==> src/rtl/csc_pkg.sv <==
// Shared definitions for the RGB to YCbCr 4:2:2 converter: matrix encodings,
// Q.12 coefficient sets and a coefficient lookup helper.
package csc_pkg;

  localparam int COEF_FRAC = 12;
  localparam int COEF_W    = 14;

  typedef enum logic {
    CSC_BT601 = 1'b0,
    CSC_BT709 = 1'b1
  } csc_mode_e;

  typedef enum logic [1:0] {
    CSC_Y  = 2'd0,
    CSC_CB = 2'd1,
    CSC_CR = 2'd2
  } csc_comp_e;

  typedef logic signed [COEF_W-1:0] coef_t;

  typedef struct packed {
    coef_t kr;
    coef_t kg;
    coef_t kb;
  } coef3_t;

  localparam coef3_t COEF_Y_601  = '{kr: 14'sd1052, kg: 14'sd2065,  kb: 14'sd401};
  localparam coef3_t COEF_CB_601 = '{kr: -14'sd607, kg: -14'sd1192, kb: 14'sd1799};
  localparam coef3_t COEF_CR_601 = '{kr: 14'sd1799, kg: -14'sd1507, kb: -14'sd292};
  localparam coef3_t COEF_Y_709  = '{kr: 14'sd750,  kg: 14'sd2515,  kb: 14'sd254};
  localparam coef3_t COEF_CB_709 = '{kr: -14'sd413, kg: -14'sd1384, kb: 14'sd1799};
  localparam coef3_t COEF_CR_709 = '{kr: 14'sd1799, kg: -14'sd1634, kb: -14'sd164};

  function automatic coef3_t coef_sel(input csc_mode_e mode, input csc_comp_e comp);
    coef3_t k;
    k = (mode == CSC_BT709) ? COEF_Y_709 : COEF_Y_601;
    case (comp)
      CSC_CB:  k = (mode == CSC_BT709) ? COEF_CB_709 : COEF_CB_601;
      CSC_CR:  k = (mode == CSC_BT709) ? COEF_CR_709 : COEF_CR_601;
      default: ;
    endcase
    return k;
  endfunction

endpackage

==> src/rtl/csc_mac3.sv <==
// Two-stage signed 3-term multiply-accumulate: products are registered, then
// summed with rounding, shifted out of Q.12, offset and saturated to DW bits.
module csc_mac3
  import csc_pkg::*;
#(
  parameter int DW = 8
) (
  input  logic          clk,
  input  logic          rst,
  input  logic [DW-1:0] a,
  input  logic [DW-1:0] b,
  input  logic [DW-1:0] c,
  input  coef3_t        coef,
  input  logic [DW-1:0] offset,
  output logic [DW-1:0] res
);

  localparam int PW = DW + 1 + COEF_W;
  localparam int AW = PW + 2;
  localparam logic signed [AW-1:0] ROUND   = AW'(1 << (COEF_FRAC - 1));
  localparam logic signed [AW-1:0] MAX_VAL = AW'((1 << DW) - 1);

  logic signed [PW-1:0] prod_a, prod_b, prod_c;
  logic signed [AW-1:0] acc, val;
  logic [DW-1:0] sat;

  always_ff @(posedge clk or posedge rst) begin
    if (rst) begin
      prod_a <= '0;
      prod_b <= '0;
      prod_c <= '0;
    end else begin
      prod_a <= PW'($signed({1'b0, a})) * PW'(coef.kr);
      prod_b <= PW'($signed({1'b0, b})) * PW'(coef.kg);
      prod_c <= PW'($signed({1'b0, c})) * PW'(coef.kb);
    end
  end

  // Arithmetic shift floors negative sums, so rounding is half-up throughout.
  always_comb begin
    acc = AW'(prod_a) + AW'(prod_b) + AW'(prod_c) + ROUND;
    val = (acc >>> COEF_FRAC) + $signed(AW'(offset));
    sat = val[DW-1:0];
    if (val[AW-1]) begin
      sat = '0;
    end else if (val > MAX_VAL) begin
      sat = '1;
    end
  end

  always_ff @(posedge clk or posedge rst) begin
    if (rst) begin
      res <= '0;
    end else begin
      res <= sat;
    end
  end

endmodule

==> src/rtl/csc_rgb2ycc422_p.sv <==
// Streaming RGB 4:4:4 to YCbCr 4:2:2 converter with per-frame BT.601/BT.709 select.
// Define CSC_DE_GATE_EN to force blanking-level Y/C outputs whenever de_out is low.
module csc_rgb2ycc422_p
  import csc_pkg::*;
#(
  parameter int DW       = 8,
  parameter bit CR_FIRST = 1'b0
) (
  input  logic          clk,
  input  logic          rst,
  input  logic          csc_mode_in,
  input  logic [DW-1:0] r_in,
  input  logic [DW-1:0] g_in,
  input  logic [DW-1:0] b_in,
  input  logic          de_in,
  input  logic          hsync_in,
  input  logic          vsync_in,
  output logic [DW-1:0] y_out,
  output logic [DW-1:0] c_out,
  output logic          cr_flag_out,
  output logic          de_out,
  output logic          hsync_out,
  output logic          vsync_out
);

  localparam logic [DW-1:0] Y_OFF = DW'(16 << (DW - 8));
  localparam logic [DW-1:0] C_OFF = DW'(128 << (DW - 8));

  typedef struct packed {
    logic [DW-1:0] r;
    logic [DW-1:0] g;
    logic [DW-1:0] b;
    logic          de;
    logic          hs;
    logic          vs;
    logic          even;
    csc_mode_e     mode;
  } pix_t;

  function automatic logic [DW-1:0] avg2(input logic [DW-1:0] x, input logic [DW-1:0] y);
    logic [DW:0] s;
    s = {1'b0, x} + {1'b0, y} + (DW+1)'(1);
    return s[DW:1];
  endfunction

  pix_t s1, s2;
  logic odd_next;
  csc_mode_e mode_q, mode_now;
  logic de_rise, vs_rise, pix_even, partner;

  // s1 holds the previous input sample, so it doubles as the edge detector.
  always_comb begin
    de_rise  = de_in & ~s1.de;
    vs_rise  = vsync_in & ~s1.vs;
    pix_even = de_rise | ~odd_next;
    mode_now = vs_rise ? csc_mode_e'(csc_mode_in) : mode_q;
    partner  = s1.de & ~s1.even;
  end

  always_ff @(posedge clk or posedge rst) begin
    if (rst) begin
      s1       <= '0;
      s2       <= '0;
      odd_next <= 1'b0;
      mode_q   <= CSC_BT601;
    end else begin
      s1.r    <= r_in;
      s1.g    <= g_in;
      s1.b    <= b_in;
      s1.de   <= de_in;
      s1.hs   <= hsync_in;
      s1.vs   <= vsync_in;
      s1.even <= de_in & pix_even;
      s1.mode <= mode_now;
      mode_q  <= mode_now;
      if (de_in) begin
        odd_next <= pix_even;
      end
      s2 <= s1;
    end
  end

  logic [DW-1:0] s3_r, s3_g, s3_b, avg_r, avg_g, avg_b;
  logic s3_cr, s3_de, s3_hs, s3_vs;
  csc_mode_e s3_mode;

  // The pair average is formed when the even pixel sits in s2 and its odd
  // partner in s1; the odd pixel then reuses the held average.
  always_ff @(posedge clk or posedge rst) begin
    if (rst) begin
      s3_r    <= '0;
      s3_g    <= '0;
      s3_b    <= '0;
      avg_r   <= '0;
      avg_g   <= '0;
      avg_b   <= '0;
      s3_cr   <= 1'b0;
      s3_de   <= 1'b0;
      s3_hs   <= 1'b0;
      s3_vs   <= 1'b0;
      s3_mode <= CSC_BT601;
    end else begin
      s3_r    <= s2.r;
      s3_g    <= s2.g;
      s3_b    <= s2.b;
      s3_cr   <= s2.even ? CR_FIRST : ~CR_FIRST;
      s3_de   <= s2.de;
      s3_hs   <= s2.hs;
      s3_vs   <= s2.vs;
      s3_mode <= s2.mode;
      if (s2.even) begin
        avg_r <= avg2(s2.r, partner ? s1.r : s2.r);
        avg_g <= avg2(s2.g, partner ? s1.g : s2.g);
        avg_b <= avg2(s2.b, partner ? s1.b : s2.b);
      end
    end
  end

  logic [DW-1:0] y_res, cb_res, cr_res;

  csc_mac3 #(.DW(DW)) u_mac_y (
    .clk(clk), .rst(rst), .a(s3_r), .b(s3_g), .c(s3_b),
    .coef(coef_sel(s3_mode, CSC_Y)), .offset(Y_OFF), .res(y_res)
  );

  csc_mac3 #(.DW(DW)) u_mac_cb (
    .clk(clk), .rst(rst), .a(avg_r), .b(avg_g), .c(avg_b),
    .coef(coef_sel(s3_mode, CSC_CB)), .offset(C_OFF), .res(cb_res)
  );

  csc_mac3 #(.DW(DW)) u_mac_cr (
    .clk(clk), .rst(rst), .a(avg_r), .b(avg_g), .c(avg_b),
    .coef(coef_sel(s3_mode, CSC_CR)), .offset(C_OFF), .res(cr_res)
  );

  logic [3:0] ctl_d4, ctl_d5;

  always_ff @(posedge clk or posedge rst) begin
    if (rst) begin
      ctl_d4 <= '0;
      ctl_d5 <= '0;
    end else begin
      ctl_d4 <= {s3_cr, s3_de, s3_hs, s3_vs};
      ctl_d5 <= ctl_d4;
    end
  end

  // Gated blanking levels are suppressed during reset so outputs read zero.
  always_comb begin
    cr_flag_out = ctl_d5[3];
    de_out      = ctl_d5[2];
    hsync_out   = ctl_d5[1];
    vsync_out   = ctl_d5[0];
    y_out       = y_res;
    c_out       = ctl_d5[3] ? cr_res : cb_res;
`ifdef CSC_DE_GATE_EN
    if (!ctl_d5[2] && !rst) begin
      y_out       = Y_OFF;
      c_out       = C_OFF;
      cr_flag_out = 1'b0;
    end
`else
`endif
  end

endmodule

==> config.mk <==
export PLATFORM = sky130hd
export DESIGN_NAME = csc_rgb2ycc422_p
export DESIGN_NICKNAME = d
export VERILOG_FILES = /design/src/rtl/csc_pkg.sv /design/src/rtl/csc_mac3.sv /design/src/rtl/csc_rgb2ycc422_p.sv
export SDC_FILE = /design/constraint.sdc
export NUM_CORES = 2
export LEC_CHECK = 0
export ABC_CLOCK_PERIOD_IN_PS = 15100
export CORE_ASPECT_RATIO = 0.9
export CORE_MARGIN = 2
export CORE_UTILIZATION = 35
export DETAILED_ROUTE_END_ITERATION = 10
export GPL_ROUTABILITY_DRIVEN = 0
export PLACE_DENSITY = 0.61
export SKIP_CTS_REPAIR_TIMING = 1
export SLEW_MARGIN = 20
export SYNTH_ARGS = -nofsm -noshare
export SYNTH_HDL_FRONTEND = slang
export SYNTH_SLANG_ARGS = --single-unit
export TNS_END_PERCENT = 50
==> constraint.sdc <==
create_clock -name clk -period 15.1 [get_ports clk]
set_input_delay 1.51 -clock clk [delete_from_list [all_inputs] [get_ports clk]]
set_output_delay 1.51 -clock clk [all_outputs]
set_load 0.05 [all_outputs]
==> run summary <==
The path with the worst hold slack has its endpoint at s3_hs. For this run, the leading register cell type out of synthesis is sky130_fd_sc_hd__dfrtp_1. The post-route fraction of the period consumed by the critical path came out at 41.64%. The actual slew at the worst max-slew pin came out at 0.8975 ns.

The number of vias in the routed layout is 20,069. A synthesized cell averages 10.47 µm². The relative max-transition margin is 39.70%. The number of cells on the worst hold path came out at 0. The worst register-to-register path has a setup slack of 8.81 ns. The worst endpoint required time came out at 15.57 ns. The routed wire length is 65.91 mm. The post-synthesis cell type count is 81. The die covers 91,860 µm². The synthesized instance count came out at 2,989. At the later pin of the worst-skew pair, clock insertion delay measures 0.57 ns. The fraction of layout cells with a size suffix above 1 came out at 5.053%. The iteration count of the initial detailed-routing pass is 5. The post-route standard cell area excluding fillers is 34,670 µm². The proportion of register bits with asynchronous set or reset after synthesis came out at 100.0%. The number of violations of the max-capacitance limit came out at 0. For the final routed database, the setup TNS stands at 0 ns. The half-perimeter wire length after placement is 54.73 mm. The achievable frequency came out at 0.1591 GHz. Across every metal layer, demand over resource in global routing totals 14.93%. After clock tree synthesis, the clock-pin slew on the worst setup and hold paths is 0.06 ns. Measured in cells, the most critical reg-to-reg path has a length of 24.

Across the routed clock network, the largest skew measured is 0.03894 ns. The maximum buffer depth of the clock tree came out at 3. STA classifies the critical path startpoint as a flop. The number of nets in the final layout is 3,975. The endpoint identified for the worst register-to-register timing path is u_mac_cr.res[5].

Setup repair after global routing left no endpoint under its margin. The total congestion overflow after global routing came out at 0. The die boundary width came out at 319.3 µm.

In this run the clock root is driven by a sky130_fd_sc_hd__clkbuf_16. During I/O placement, the number of pins put on the boundary was 50. The setup violation total in the final timing report came out at 0.

For the worst setup path, the data arrival time is 6.76 ns. The synthesis-stage register bit count came out at 318. The maximum fanout along the worst path is 8. The count of warnings emitted by yosys is 0. The post-detailed-route count of antenna-violating nets is 0.

The growth of design area from synthesis to finish is 10.73%. The launching point of the worst reg2reg path is u_mac_cr.prod_b[2]. The cell area reported after detailed placement is 33,200 µm².

The number of antenna violations at the first check in global routing came out at 2. The count of flip-flops with a built-in enable after synthesis is 0. The effective utilization at floorplan is 35.17%.

For this run, the share of the core covered by cells in the final layout is 38.95%. The CTS tree is yes. The area of the mapped netlist came out at 31,310 µm².

The startpoint identified for the worst hold timing path is s2[3]. The worst path needs 6.287 ns of the cycle, external delays included. Counting the buffers created by CTS gives 40.

The average detailed-routed wire length per instance came out at 15.49 µm. The final routed DRC violation total is 0. The global-route wire length before repair is 109.8 mm. The element type at the critical path end is a flop. The part of the Yosys area used for sequential elements came out at 25.42%. The count of final max-slew check failures is 0. The H-tree depth came out at 2. Tracing the worst setup path back leads to its startpoint at u_mac_cr.prod_b[2].

The area of the core region came out at 89,010 µm². The layout filler cell count came out at 8,791. Before CTS, the worst setup slack after placement is 8.793 ns. The run finished with clean final reports. The final-report hold violation count is 0. The number of global-route vias before repair was 20,544. Measured along the y axis, the die boundary spans 287.7 µm. By startpoint and endpoint, the worst setup path is classified as reg -> reg. Entering global routing, the biggest net connects 145 pins. The clock net sink count is 318.

In the routed layout, each cell is associated on average with a via count of 4.718. The site row count is 104. Buffers placed on the I/O ports in this run total 49. The iteration-0 DRC count of the detailed router came out at 960. The type of the most critical hold path is reg -> reg. The slack of the critical path is 8.813 ns.
[logic make-up (layout without fill, tap and decap cells)]
logic type	Yosys count	in the layout	synth area share (%)
xor+xnor	170	170	4.756
fa+ha+maj	888	888	43.31
other cells	2	18	0.02399
buf+inv	600	683	7.230
compound gates	445	445	9.344
flops	318	318	25.42
mux	45	45	1.591
simple gates	521	521	8.333
[layout by cell type, fill, tap and decap left out, drive strengths merged, types with 9 or more instances in the layout]
cell,count
nor2,141
o21bai,25
mux2,38
nand2,101
xor2,49
o21a,21
ha,562
conb,17
o41ai,10
clkdlybuf4s50,49
and3,16
and2,37
a21oi,133
o211ai,13
or3,9
o21ai,92
inv,558
nand4,11
o31ai,9
or2,19
clkbuf,52
nor3,49
nand2b,32
xnor2,121
fa,326
a21boi,19
dfrtp,318
a21o,35
nor2b,46
a211oi,14
a31oi,20
nand3,35
[synthesized netlist by cell type, types with 24 or more instances]
cell / n / area, µm²
sky130_fd_sc_hd__nor3_1: 48 / 240.2
sky130_fd_sc_hd__ha_1: 562 / 7032
sky130_fd_sc_hd__and2_1: 37 / 231.5
sky130_fd_sc_hd__xor2_1: 49 / 429.2
sky130_fd_sc_hd__o21ai_0: 90 / 450.4
sky130_fd_sc_hd__nand2_1: 101 / 379.1
sky130_fd_sc_hd__o21bai_1: 24 / 180.2
sky130_fd_sc_hd__xnor2_1: 121 / 1060
sky130_fd_sc_hd__nand3_1: 35 / 175.2
sky130_fd_sc_hd__a21oi_1: 133 / 665.6
sky130_fd_sc_hd__a21o_1: 34 / 255.2
sky130_fd_sc_hd__nor2_1: 140 / 525.5
sky130_fd_sc_hd__clkbuf_1: 34 / 127.6
sky130_fd_sc_hd__nor2b_1: 46 / 287.8
sky130_fd_sc_hd__inv_1: 556 / 2087
sky130_fd_sc_hd__mux2_2: 38 / 427.9
sky130_fd_sc_hd__nand2b_1: 32 / 200.2
sky130_fd_sc_hd__dfrtp_1: 318 / 7958
sky130_fd_sc_hd__fa_1: 326 / 6526
[per-stage QoR]
step / std cells / hold WS (ns)
global placement: 4181 / 0.3320
global route: 4253 / 0.3514
floorplan: 3004 / 0.3312
CTS: 4253 / 0.3484
detailed placement: 4181 / 0.3358
finish: 4254 / 0.3459
[worst max-delay path: stages, from the launching register on]
cell and delay [ns]:
sky130_fd_sc_hd__dfrtp_1 0.36, sky130_fd_sc_hd__ha_1 0.34, sky130_fd_sc_hd__nand4_1 0.13, sky130_fd_sc_hd__a31oi_1 0.12
sky130_fd_sc_hd__o21a_1 0.20, sky130_fd_sc_hd__o21ai_0 0.30, sky130_fd_sc_hd__a21boi_0 0.24, sky130_fd_sc_hd__o211a_1 0.28
sky130_fd_sc_hd__o21ai_0 0.24, sky130_fd_sc_hd__nand2b_1 0.12, sky130_fd_sc_hd__a21oi_1 0.20, sky130_fd_sc_hd__xnor2_1 0.15
sky130_fd_sc_hd__ha_1 0.26, sky130_fd_sc_hd__ha_1 0.33, sky130_fd_sc_hd__and2_1 0.16, sky130_fd_sc_hd__a221o_1 0.34
sky130_fd_sc_hd__or4b_1 0.56, sky130_fd_sc_hd__o22ai_1 0.17, sky130_fd_sc_hd__xnor2_1 0.15, sky130_fd_sc_hd__inv_1 0.10
sky130_fd_sc_hd__ha_1 0.14, sky130_fd_sc_hd__or3b_2 0.43, sky130_fd_sc_hd__nor4b_1 0.51, sky130_fd_sc_hd__a221oi_4 0.17
sky130_fd_sc_hd__a31oi_1 0.21
[worst max-delay path by stage]
stage / end / slack [ns]
floorplan: avg_b[0] / 4.79
global placement: u_mac_cr.res[7] / 8.90
detailed placement: u_mac_cr.res[5] / 8.79
CTS: u_mac_cr.res[5] / 8.78
global route: u_mac_cr.res[5] / 8.29
finish: u_mac_cr.res[5] / 8.81
[state kept, by name (all words and copies together) (netlist names), 4 cells and up]
name	flops
s3_r	8
ctl_d5	4
u_mac_y.prod_b	20
u_mac_cb.prod_a	19
ctl_d4	4
u_mac_y.res	8
s3_b	8
u_mac_cb.prod_b	20
u_mac_cr.prod_c	21
s3_g	8
avg_r	8
s2	29
u_mac_y.prod_c	19
u_mac_y.prod_a	18
u_mac_cb.res	8
avg_b	8
s1	28
u_mac_cr.prod_a	19
u_mac_cr.prod_b	21
avg_g	8
u_mac_cb.prod_c	17
u_mac_cr.res	8
[metal layers]
metal	global-route usage, %	up-vias	routed length [µm]
met4	2.948	0	1043
met1	22.41	9807	33940
met3	1.738	62	2025
li1	-	9958	-
met2	23.18	242	28900
met5	0	-	0
[cell type report]
class | count | area [µm²] | share of cell area (%)
Multi-Input combinational cell | 2086 | 21150 | 61.00
Sequential cell | 318 | 7959 | 22.96
Clock buffer | 52 | 1147 | 3.310
Tap cell | 1166 | 1459 | 4.208
Timing Repair Buffer | 54 | 540.5 | 1.559
Inverter | 557 | 2098 | 6.053
Clock inverter | 20 | 314.1 | 0.9059
Antenna cell | 1 | 2.502 | 0.007219
Power is left out: the tool's default activity adds up to more than one toggle a clock period on the data nets, which glitch-free logic cannot reach.
